## src/rtl/lfsr_decrypt_engine.sv

```systemverilog
`default_nettype none
// ============================================================================
//  Module      : lfsr_decrypt_engine
//  Description : Memory-master decrypter. Reads preamble length, taps and seed
//                from the parameter words, then streams the LFSR-encrypted
//                ciphertext out of dmem one byte per cycle, strips the
//                preamble and writes plaintext back to the bottom of dmem.
//  Revision    : 1.0 - initial release
// ============================================================================
module lfsr_decrypt_engine #(
    parameter int WIDTH   = 8,
    parameter int LFSR_W  = 7,
    parameter int CT_BASE = 64,
    parameter int CT_LEN  = 60,
    parameter int PT_MAX  = 48
) (
    input  logic             clk,
    input  logic             rst_n,
    input  logic             start,
    output logic             busy,
    output logic             done,
    output logic [WIDTH-1:0] raddr,
    input  logic [WIDTH-1:0] rdata,
    output logic             wen,
    output logic [WIDTH-1:0] waddr,
    output logic [WIDTH-1:0] wdata
);

    localparam logic [2:0] S_IDLE    = 3'd0;
    localparam logic [2:0] S_RD_PLEN = 3'd1;
    localparam logic [2:0] S_RD_TAPS = 3'd2;
    localparam logic [2:0] S_RD_SEED = 3'd3;
    localparam logic [2:0] S_RUN     = 3'd4;
    localparam logic [2:0] S_DONE    = 3'd5;

    // Parameter word locations sit just below the ciphertext block.
    localparam logic [WIDTH-1:0] ADDR_PLEN = WIDTH'(61);
    localparam logic [WIDTH-1:0] ADDR_TAPS = WIDTH'(62);
    localparam logic [WIDTH-1:0] ADDR_SEED = WIDTH'(63);
    localparam logic [WIDTH-1:0] C_CT_BASE = WIDTH'(CT_BASE);
    localparam logic [WIDTH-1:0] C_CT_LEN  = WIDTH'(CT_LEN);
    localparam logic [WIDTH-1:0] C_LAST    = WIDTH'(CT_LEN - 1);
    localparam logic [WIDTH-1:0] C_PT_MAX  = WIDTH'(PT_MAX);

    logic [2:0]        state;
    logic [2:0]        state_next;
    logic [WIDTH-1:0]  plen;
    logic [WIDTH-1:0]  idx;
    logic [LFSR_W-1:0] lfsr;
    logic [LFSR_W-1:0] taps;

    logic [WIDTH-1:0]  pt_off;
    logic              write_ok;
    logic [LFSR_W-1:0] pt_bits;

    // Offset into the plaintext area; only meaningful once idx >= plen.
    assign pt_off   = idx - plen;
    assign write_ok = (idx >= plen) && (pt_off < C_PT_MAX);
    assign pt_bits  = rdata[LFSR_W-1:0] ^ lfsr;

    // State register; reset aborts any operation in progress.
    always_ff @(posedge clk or negedge rst_n) begin
        if (!rst_n) begin
            state <= S_IDLE;
        end else begin
            state <= state_next;
        end
    end

    // Next-state sequencing: three parameter reads, CT_LEN run cycles, done.
    always_comb begin
        state_next = state;
        case (state)
            S_IDLE:    if (start) state_next = S_RD_PLEN;
            S_RD_PLEN: state_next = S_RD_TAPS;
            S_RD_TAPS: state_next = S_RD_SEED;
            S_RD_SEED: state_next = S_RUN;
            S_RUN:     if (idx == C_LAST) state_next = S_DONE;
            S_DONE:    state_next = S_IDLE;
            default:   state_next = S_IDLE;
        endcase
    end

    // Datapath registers: captured parameters, keystream LFSR and byte index.
    always_ff @(posedge clk or negedge rst_n) begin
        if (!rst_n) begin
            plen <= '0;
            taps <= '0;
            lfsr <= '0;
            idx  <= '0;
        end else begin
            case (state)
                S_RD_PLEN: plen <= (rdata > C_CT_LEN) ? C_CT_LEN : rdata;
                S_RD_TAPS: taps <= rdata[LFSR_W-1:0];
                S_RD_SEED: begin
                    lfsr <= rdata[LFSR_W-1:0];
                    idx  <= '0;
                end
                S_RUN: begin
                    // Keystream advances on every byte, preamble included.
                    lfsr <= {lfsr[LFSR_W-2:0], ^(lfsr & taps)};
                    if (idx != C_LAST) begin
                        idx <= idx + 1'b1;
                    end
                end
                default: ;
            endcase
        end
    end

    // Memory-port and status outputs decoded from the current state.
    always_comb begin
        busy  = (state != S_IDLE);
        done  = (state == S_DONE);
        raddr = '0;
        wen   = 1'b0;
        waddr = '0;
        wdata = '0;
        case (state)
            S_RD_PLEN: raddr = ADDR_PLEN;
            S_RD_TAPS: raddr = ADDR_TAPS;
            S_RD_SEED: raddr = ADDR_SEED;
            S_RUN: begin
                raddr = C_CT_BASE + idx;
                if (write_ok) begin
                    wen   = 1'b1;
                    waddr = pt_off;
                    wdata = WIDTH'(pt_bits);
                end
            end
            default: ;
        endcase
    end

endmodule
`default_nettype wire

```

## config.mk

```make
export PLATFORM = sky130hd
export DESIGN_NAME = lfsr_decrypt_engine
export DESIGN_NICKNAME = d
export VERILOG_FILES = /design/src/rtl/lfsr_decrypt_engine.sv
export SDC_FILE = /design/constraint.sdc
export NUM_CORES = 1
export LEC_CHECK = 0
export CORE_MARGIN = 2
export CORE_UTILIZATION = 56
export CTS_BUF_LIST = sky130_fd_sc_hd__clkbuf_8
export DETAILED_ROUTE_END_ITERATION = 6
export PLACE_DENSITY = 0.85
export RECOVER_POWER = 100
export SLEW_MARGIN = 20
export SYNTH_ARGS = -nofsm -noshare
export SYNTH_HDL_FRONTEND = slang
export SYNTH_SLANG_ARGS = --single-unit
```

## constraint.sdc

```tcl
create_clock -name clk -period 3 [get_ports clk]
set_input_delay 0.45 -clock clk [delete_from_list [all_inputs] [get_ports clk]]
set_output_delay 0.45 -clock clk [all_outputs]
set_load 0.01 [all_outputs]
```

# After elaboration in Yosys (flattened, before gate mapping)
# Index checks and enable logic that the tools add are counted.
[word_totals]
register_bits = 33
latch_bits = 0
ram_bits = 0
mem_bits_ro = 0
in_bits = 11
output_inout_bits = 27
elab_cells = 44
n_memories = 0
[classes]
n_addsub = 3
mul = 0
div = 0
magnitude_cmp = 3
n_eq_ne = 10
shift = 0
n_mux = 14
n_bitwise = 2
reduce_logical = 7
[ops]
columns = ["operator", "n"]
rows = [
  ["8-bit two-way mux", 4],
  ["8-bit case mux with 4 select lines", 1],
  ["8-bit case mux with 2 select lines", 1],
  ["3-bit case mux with 5 select lines", 1],
  ["7-bit two-way mux", 2],
  ["7-bit case mux with 2 select lines", 1],
  ["7-bit by 8-bit adder with 8-bit output, first input constant", 1],
  ["8-bit by 1-bit adder with 8-bit output, second input constant", 1],
  ["8-bit by 6-bit == test with 1-bit output, second input constant", 1],
  ["8-bit greater-or-equal comparator", 1],
  ["8-bit by 6-bit > comparator with 1-bit output, second input constant", 1],
  ["8-bit by 6-bit < comparator with 1-bit output, second input constant", 1],
  ["8-bit by 6-bit inequality test with 1-bit output, second input constant", 1],
  ["8-bit subtractor", 1],
  ["7-bit AND", 1],
  ["7-bit XOR reduction", 1],
  ["7-bit bitwise XOR", 1],
  ["3-bit by 2-bit == test with 1-bit output, second input constant", 2],
  ["3-bit == test, second input constant", 2],
  ["3-bit two-way mux", 2],
  ["2-bit inequality test, second input constant", 3],
  ["2-bit AND reduction", 2],
  ["3-bit by 1-bit == test with 1-bit output, second input constant", 1],
  ["3-bit zero test", 1],
  ["other kinds (4)", 5],
]

# Logic depth before layout (Yosys ltp)
[logic_depth]
ltp_word = 5
depth_mapped = 10
mapped_depth_nobuf = 9

# Least setup slack after synthesis
# Ideal clock, no wire load.
[synth_timing]
kind = "register to output"
from = "register idx[0]"
to = "output port waddr[2]"
arrival_ns = 2.280
required_ns = 2.550
slack_ns = 0.270
path_stages_with_launch = 11
n_path_buf = 1
path_cell_list = "dfrtp_1 inv_1 ha_1 inv_1 fa_1 a21o_1 a21oi_2 xor2_2 o211ai_4 buf_12 nor4_2"
[synth_via]
elab_chain_len = 5
word_cells_on_any_way = 6
classes_between = "add/sub (1); order compare (2); mux (2); reduce/logical (1)"
[synth_lines]
columns = ["item", "line_no", "source"]
rows = [
  ["from (decl)", "48", "logic [WIDTH-1:0] idx;"],
  ["from (signal assigned)", "103", "idx <= idx + 1'b1;"],
  ["8-bit subtractor", "57", "assign pt_off = idx - plen;"],
  ["8-bit by 6-bit < comparator with 1-bit output", "58", "assign write_ok = (idx >= plen) && (pt_off < C_PT_MAX);"],
  ["1-bit logical AND", "58", ""],
  ["8-bit two-way mux (*)", "125", "if (write_ok) begin"],
  ["8-bit two-way mux (*)", "119", "case (state)"],
  ["to (decl)", "25", "output logic [WIDTH-1:0] waddr,"],
]
# Mark *: on every way between the ends. The rest lies on a longest branch, timed or not.

# Worst setup path after layout
[layout_timing]
from = "register idx[0]"
to = "output port wdata[3]"
[layout_via]
elab_chain_len = 5
word_cells_on_any_way = 6
classes_between = "add/sub (1); order compare (2); mux (2); reduce/logical (1)"
[layout_lines]
columns = ["item", "line_no", "source"]
rows = [
  ["8-bit subtractor", "57", ""],
  ["8-bit by 6-bit < comparator with 1-bit output", "58", ""],
  ["1-bit logical AND (*)", "58", ""],
  ["7-bit two-way mux (*)", "125", ""],
  ["7-bit two-way mux (*)", "119", ""],
  ["to (decl)", "26", "output logic [WIDTH-1:0] wdata"],
]
# Marks and branches as above.

==> metrics.txt <==
hold depth=2; Ports=38; DRT iter0 DRCs=around 150; Die ar.=0.00482 mm²; GRT met3 Usage=approximately 4.7%; clock tree buffer depth=2; num rows=23; Max-slew headroom=-18.0%; period utilization=105%; final antenna-violating net count=0; final design utilization=between 70% and 80%; Layout Nets=about 350; grt met1 use=about a third; Chip Width=approximately 69 µm; worst hold slack=0.502 ns; Final min period=~3.2 ns; clock sinks=33; critical path capture point type=output port; worst flop-to-flop path endpoint=idx[7]$_DFFE_PN0P_; max cap viols=1; Fmax achieved=between 0.3 and 0.4 GHz; Hold Path End=plen[6]$_DFFE_PN0N_; Routed wire per std cell=about 17 µm; crit-path max FO=4; drc violations=0; Max VDD drop=320 µV; failing checks=capacitance limit, slew limit, setup timing; most common cell after layout, fill and taps aside=dfrtp_1; min-delay worst type=reg -> reg; required time worst endpoint=around 2.6 ns; number of synthesized register bits=33; Leakage=around 1.4 nW; outcome=finished with violations; share of layout cells above drive strength 1=between 20% and 30%; clock root buffer master=clkbuf_8; placed cells=354; syn_area_per_cell=9.23 µm²; Synth area leaders=dfrtp_1, ha_1, xnor2_1, nor4_2, nand2_1; EDFF count, synth=0; Post-synth ARST share=100%; RSZ-0062 raised after global routing=true; hold_buf cts=0; GP Congestion=between 0.9 and 1; core area=0.00406 mm²; Critical Path, Cell by Cell=inv_2 > ha_4 > inv_2 > fa_2 > a21o_1 > a21oi_2 > buf_4 > xor2_2 > buf_6 > o211ai_4 > buf_4 > nor4_2 > buf_2; CP arrival=2.71 ns; first-pass GRT wire length=between 10 and 15 mm; Yosys top cell area share=34.4%; RR Startpoint=state[2]$_DFFE_PN0P_; Slew @ Worst Pin=1.77 ns; Clk pin slew, worst setup/hold paths=about 0.07 ns; grt met2 use=46.9%; commonest non-fill, non-tap cells in the layout=dfrtp_1, nand2_1, buf_4; CP bufs+invs=6; TritonCTS clock tree=done; Final WS setup=-0.160 ns; Synth area leader=dfrtp_1; Layout Skew=0.00596 ns; Area growth syn-to-layout=29.9%; YS warnings=0; Final Total Pwr=between 1 and 1.5 mW; H-tree depth=2; drt first pass iters=5; total wire length=about 6.4 mm; Mapped Cells=260; CP Class=reg -> out; IO buf count=34; Vias=2256; grt peak-use layer=met2; Via density=about 6.0; Die Ht=roughly 70 µm; worst slack at placement=-0.258 ns; Finish-stage setup viols=14; Finished Layout Cells=approximately 380; Total Routing Usage GR=between 20% and 30%; Slowest cell on crit path=dfrtp_1; gr ovfl total=0; Reg2Reg Depth=5; Top FF cell, synth=dfrtp_1; cell area after synthesis=between 0.002 and 0.0025 mm²; post-synthesis sequential area ratio=around a third; Worst-Skew Late Latency=around 0.29 ns; FF-to-FF setup slack=around 0.69 ns; Yosys cell types=54; initial antenna violation count=0; Worst setup SP type=flop; Largest delay share family, worst path=buffers and inverters; pin count of the biggest net entering global routing=34; ant diodes=0; Hold Startpoint=plen[6]$_DFFE_PN0N_; Cell Pwr Density=between 400 and 500 mW/mm²; endpoints failing hold=0; placed wire-length estimate=4.35 mm; number of global-route vias before repair=between 2000 and 2500; crit-path max cell delay=0.39 ns; Slew Limit Fails=34; Starting Density=between 50% and 60%; cts bufs inserted=5
## tightest hold or removal path, stage by stage (launching register included)
cell	delay (ns)
dfrtp_1	0.33
inv_1	0.05
nor2_1	0.09
## logic make-up (layout without fill, tap and decap cells)
| kind of cell | after synthesis | count (layout) | share of synthesized area [%] |
|---|---|---|---|
| other cells | 1 | 3 | 0.156 |
| flops | 33 | 33 | 34.4 |
| fa+ha+maj | 12 | 12 | 6.57 |
| simple gates | 115 | 115 | 27.8 |
| buf+inv | 29 | 93 | 6.47 |
| compound gates | 40 | 41 | 12.5 |
| mux | 8 | 8 | 3.75 |
| xor+xnor | 22 | 22 | 8.34 |
## layout make-up
type | instances | area, µm²
Clock inverter | 3 | 13.8
Tap cell | 50 | 62.6
Sequential cell | 33 | 826
Multi-Input combinational cell | 201 | 1530
Inverter | 15 | 56.3
Clock buffer | 5 | 68.8
Timing Repair Buffer | 70 | 566
Fill cell | 265 | 940
## worst max-delay path by stage
stage / endpoint / from / depth (start not counted) / slack [ns]
finish: wdata[3] / idx[0]$_DFFE_PN0P_ / 13 / -0.16
global route: wdata[3] / idx[0]$_DFFE_PN0P_ / 13 / -0.30
CTS: wdata[5] / idx[0]$_DFFE_PN0P_ / 11 / -0.12
detailed placement: waddr[1] / idx[0]$_DFFE_PN0P_ / 11 / -0.26
global placement: waddr[1] / idx[0]$_DFFE_PN0P_ / 11 / -0.16
floorplan: waddr[2] / idx[0]$_DFFE_PN0P_ / 10 / 0.27
## stage by stage
stage	area (µm²)	TNS, ns
after floorplan	2410	0
after global placement	2890	-1.92
after detailed placement	2890	-2.98
after CTS	3050	-1.17
after global routing	3120	-3.00
final	3120	-1.25
## synthesized netlist by cell type, types with 6 or more instances
| cell type | count |
|---|---|
| ha_1 | 11 |
| inv_1 | 15 |
| nor4_2 | 10 |
| nand2_1 | 31 |
| dfrtp_1 | 33 |
| buf_2 | 6 |
| a31oi_1 | 6 |
| nor2_1 | 26 |
| xor2_1 | 6 |
| o21ai_0 | 7 |
| xnor2_1 | 15 |
| nand3_1 | 8 |
| a21oi_1 | 8 |
| nand4_1 | 8 |
| mux2_2 | 8 |
## power by group
group | total (mW) | internal (mW) | switching [mW]
Combinational | 0.406 | 0.190 | 0.216
Clock | 0.322 | 0.157 | 0.165
Sequential | 0.571 | 0.504 | 0.0671
Total | 1.30 | 0.851 | 0.448
## repair_timing
item / 4_1_cts / 5_1_grt
endpoints found under the setup margin: 14 / 14
buffers inserted: 10 / 4
gates cloned: 1 / 0
resized for setup: 73 / 10
pin swaps: 10 / 11
## routing by layer
metal / vias up / wire length, µm / part of all wire (%)
met3: 22 / 438 / 6.8
li1: 1054 / - / -
met1: 1061 / 2560 / 40
met2: 119 / 3250 / 51
met4: 0 / 159 / 2.5
met5: - / 0 / 0
## state kept, by name, indices dropped and copies added (netlist names)
name	count
state	3
taps	7
plen	8
idx	8
lfsr	7
Note: power is estimated with default switching activity, not from simulation.
==> RTL change 1, RTL diff (same settings) <==
Reset style: synchronous (`rst_n`), changed in 2 clocked blocks.
--- a/src/rtl/lfsr_decrypt_engine.sv
+++ b/src/rtl/lfsr_decrypt_engine.sv
@@ -59,7 +59,7 @@
     assign pt_bits  = rdata[LFSR_W-1:0] ^ lfsr;
 
     // State register; reset aborts any operation in progress.
-    always_ff @(posedge clk or negedge rst_n) begin
+    always_ff @(posedge clk) begin
         if (!rst_n) begin
             state <= S_IDLE;
         end else begin
@@ -82,7 +82,7 @@
     end
 
     // Datapath registers: captured parameters, keystream LFSR and byte index.
-    always_ff @(posedge clk or negedge rst_n) begin
+    always_ff @(posedge clk) begin
         if (!rst_n) begin
             plen <= '0;
             taps <= '0;
Function: differs if rst_n is asserted again (counterexample within 4 cycles, from zero or initial values and one cycle with rst_n low); with rst_n held inactive, the same outputs for 10 cycles.
==> RTL change 1 against the original RTL <==
Power shrank 7.6%; sequential cell count unchanged; sequential share of layout area fell by 4.1 points; setup slack gained 0.23 ns; count of clock-buffer cells in the layout up 1; design area down 5.2%; via count down 0.62%; routed wire length shrank 8.4%; clock power grew 3%; synthesized cell count up 9.2%; area after synthesis decreased by 1.8%; die area shrank 1.7%; fmax up 7.8%; largest power group unchanged.
==> RTL change 1: results (changes against the original RTL) <==
[run_status]
status=finished clean

[timing]
fin_hold_ws_ns=0.483  ; -0.0194 ns
fin_crit_sh_pct=97.8  ; -7.6 points
slew_headroom_pct=50.5  ; +69 points

[worst_setup_path]
rrSetupSlack_ns=0.83  ; +0.14 ns
regToRegEndpoint=idx[7]$_SDFFE_PN0P_
critPathSlowestCell=fa_2
crit_end=wdata[6]
crit_start=idx[0]$_SDFFE_PN0P_
worstPathArrival_ns=2.48  ; -0.23 ns
reg2reg_from=state[0]$_SDFFE_PN0P_

[logic_synthesis]
synthFlopType=dfxtp_1
synth.yosys.seq_area_share_pct=28.0  ; -6.4 points
yosysUniqueCellTypes=55  ; +1.9%
synthTopCellsByCount=nand2_1 (37), dfxtp_1 (33), nor2_1 (23)
async_reset_ff_share_pct=0  ; -100 points
yosys-top-cells-area=dfxtp_1 (28%), xnor2_1 (6.3%), nand2_1 (5.9%)

[min_path]
hold_depth=1  ; -1
holdPathEnd=plen[6]$_SDFFE_PN0N_

[layout]
bufAreaShareNonClock_pct=16.3  ; -1.8 points
signal_buffers=58  ; -17%
multi_input_cells=220  ; +9.5%
fin_area_um2=2960  ; -5.2%
multi_input_area_share_pct=54.6  ; +5.7 points
inverters_excl_clock=13  ; -2
clk_share_pct=2.92  ; +0.27 points
clkbuf_count=6  ; +1

[routing]
via_count=2242  ; -0.62%
wl_um=5880  ; -8.4%
drt_iter0_markers=88  ; -42%
dr.pass1.iters=4  ; -1
drt-vias-per-instance=5.88  ; -1.7%

[placement]
place_ws_ns=-0.0918  ; +0.166 ns
dpl_cell_area_um2=2800  ; -3.2%
routabilityCongestion=0.924  ; -2.1%

[power_and_ir_drop]
irDropWorstVdd_v=0.000308  ; -3.7%
leakage_nw=1.25  ; -9.2%

[global_routing]
grt_pass1_wl_um=9350  ; -13%
first_global_vias=2094  ; -2.1%
grt_use_total_pct=26.3  ; -1.2 points

[clocking]
post_cts_resize_count=26  ; -64%

[run]
cap_violations=0  ; -1

[RTL change 1: per-layer routing]
layer  routed length [um]  global-route usage, %  vias up
met5                    0                      0        -
met4                  167                   10.3        0
met3                  233                   5.03       14
met2                 2920                   46.3       67
met1                 2560                   31.4     1081
li1                     -                      -     1080
[RTL change 1: kinds of logic (layout without fill, tap and decap cells)]
group / after synthesis / after routing / share of synthesized area (%)
AOI/OAI and AO/OA: 55 / 55 / 17.2
xor gates and xnor gates: 23 / 23 / 8.55
adders and majority gates: 12 / 12 / 6.69
buffers and inverters: 33 / 78 / 7.70
DFF: 33 / 33 / 28.0
muxes: 8 / 8 / 3.40
other: 1 / 3 / 0.159
and+or+nand+nor: 119 / 119 / 28.3
[RTL change 1: where the power goes]
part	switching, mW	internal [mW]	leakage, nW	total [mW]
Clock	0.153	0.178	0.0485	0.331
Combinational	0.207	0.176	0.935	0.383
Sequential	0.0224	0.463	0.269	0.485
==> RTL change 2, RTL diff (same flow settings) <==
Made on the original files. The parameter `CT_LEN` goes from 60 to 45.
--- a/src/rtl/lfsr_decrypt_engine.sv
+++ b/src/rtl/lfsr_decrypt_engine.sv
@@ -11,7 +11,7 @@
     parameter int WIDTH   = 8,
     parameter int LFSR_W  = 7,
     parameter int CT_BASE = 64,
-    parameter int CT_LEN  = 60,
+    parameter int CT_LEN  = 45,
     parameter int PT_MAX  = 48
 ) (
     input  logic             clk,
Function: no difference found for any inputs over 10 cycles, from zero or initial values and one cycle with rst_n low; that may be too few to reach the edited logic, so the function may still have changed.
==> RTL change 2 against the original RTL <==
The run still ends with capacitance limit, slew limit, setup timing left; clock skew about the same; die area increased by 0.10%; area after synthesis increased by 0.10%; sequential cell count unchanged; core utilization increased by 0.77 points; setup slack got worse by 0.11 ns; routed wire length increased by 0.51%; synthesized cell count increased by 3.1%; design area increased by 1.0%; power increased by 2.5%.
==> RTL change 2: results (changes against the original RTL) <==
[timing]
drv_slew=34  ; unchanged
slew_headroom_pct=-18.7  ; -0.69 points
finalSetupViolations=14  ; unchanged
fin_setup_tns_ns=-3.20  ; -1.94 ns
finClkSkew_ns=0.00615  ; +0.000193 ns
layout_setup_ws_ns=-0.272  ; -0.113 ns

[worst_setup_path]
worstPathArrival_ns=2.82  ; +0.11 ns
rrSetupSlack_ns=0.72  ; +0.03 ns
cpLargestDelayFamily=compound AO/OA/AOI/OAI gates
crit_end=waddr[5]
crit_fanout=6  ; +2
r2r_cells=6  ; +1

[logic_synthesis]
yosysUniqueCellTypes=49  ; -9.3%
synthMuxAreaShare_pct=4.11  ; +0.36 points
synthTopCellsByCount=dfrtp_1 (33), nor2_1 (31), nand2_1 (27)
synth-xor-area-share_pct=8.02  ; -0.32 points
yosys-top-cells-area=dfrtp_1 (34%), ha_1 (6.3%), xnor2_1 (6.2%)
synth.yosys.seq_area_share_pct=34.4  ; -0.036 points
syn_inst=268  ; +3.1%

[routing]
met1_length_um=2610  ; +1.9%
dr_wl_met2_um=3280  ; +1.0%
drt_iter0_markers=171  ; +13%
drt-vias-per-instance=5.93  ; -0.92%
wl_um=6450  ; +0.51%

[power_and_ir_drop]
switching_share_pct=29.8  ; -4.7 points
total_power_mw=1.33  ; +2.5%
p_seq_uw=566  ; -0.9%
leakage_nw=1.44  ; +4.3%

[global_routing]
first_global_vias=2222  ; +3.9%
grt_use_total_pct=26.5  ; -1.0 points
grt_pass1_wl_um=10300  ; -3.9%
use_met3_pct=5.38  ; +0.73 points

[run_status]
status=finished, violations left
violations=capacitance limit, slew limit, setup timing

[run]
cap_violations=1  ; unchanged

[placement]
dp.cells=363  ; +2.5%
dpl.hpwl_um=4520  ; +3.9%
routabilityCongestion=0.882  ; -6.5%
place_ws_ns=-0.353  ; -0.0950 ns

[layout]
filler_cell_count=264  ; -0.38%
fin_nets=354  ; +1.4%

[clocking]
clk_pin_slew_ns=0.07  ; about the same

-- RTL change 2: cell types whose count changed after synthesis, sizes merged, moves of 5 or more --
cell / delta
nor4: -13
nor3: +7
clkbuf: +5
nand2b: +5
-- RTL change 2: kinds of logic after synthesis --
group / after synthesis
and+or+nand+nor: 109
xor gates and xnor gates: 22
other: 1
buffers and inverters: 32
adders and majority gates: 13
muxes: 9
DFF: 33
AOI/OAI and AO/OA: 49
-- RTL change 2: layout make-up --
class | instances | area share, %
Multi-Input combinational cell | 205 | 48.2
Tap cell | 50 | 1.99
Inverter | 16 | 1.91
Sequential cell | 33 | 26.2
Clock buffer | 6 | 2.62
Clock inverter | 2 | 1.07
Timing Repair Buffer | 69 | 18.0
-- RTL change 2: worst min-delay path by stage --
| stage | slack (ns) | depth (start not counted) | startpoint | endpoint |
|---|---|---|---|---|
| 2_1_floorplan | 0.15 | 0 | rst_n | idx[0]$_DFFE_PN0P_ |
| 3_3_place_gp | 0.48 | 2 | plen[6]$_DFFE_PN0N_ | plen[6]$_DFFE_PN0N_ |
| 3_5_place_dp | 0.49 | 2 | plen[6]$_DFFE_PN0N_ | plen[6]$_DFFE_PN0N_ |
| 4_1_cts | 0.50 | 2 | plen[6]$_DFFE_PN0N_ | plen[6]$_DFFE_PN0N_ |
| 5_1_grt | 0.54 | 1 | taps[4]$_DFFE_PN0P_ | taps[4]$_DFFE_PN0P_ |
| 6_report | 0.50 | 2 | plen[6]$_DFFE_PN0N_ | plen[6]$_DFFE_PN0N_ |
-- RTL change 2: what timing repair did --
action                     CTS  global route
setup endpoints to repair   14            14
pin swaps                    5             9
setup buffers                8             2
resized for setup           60            22
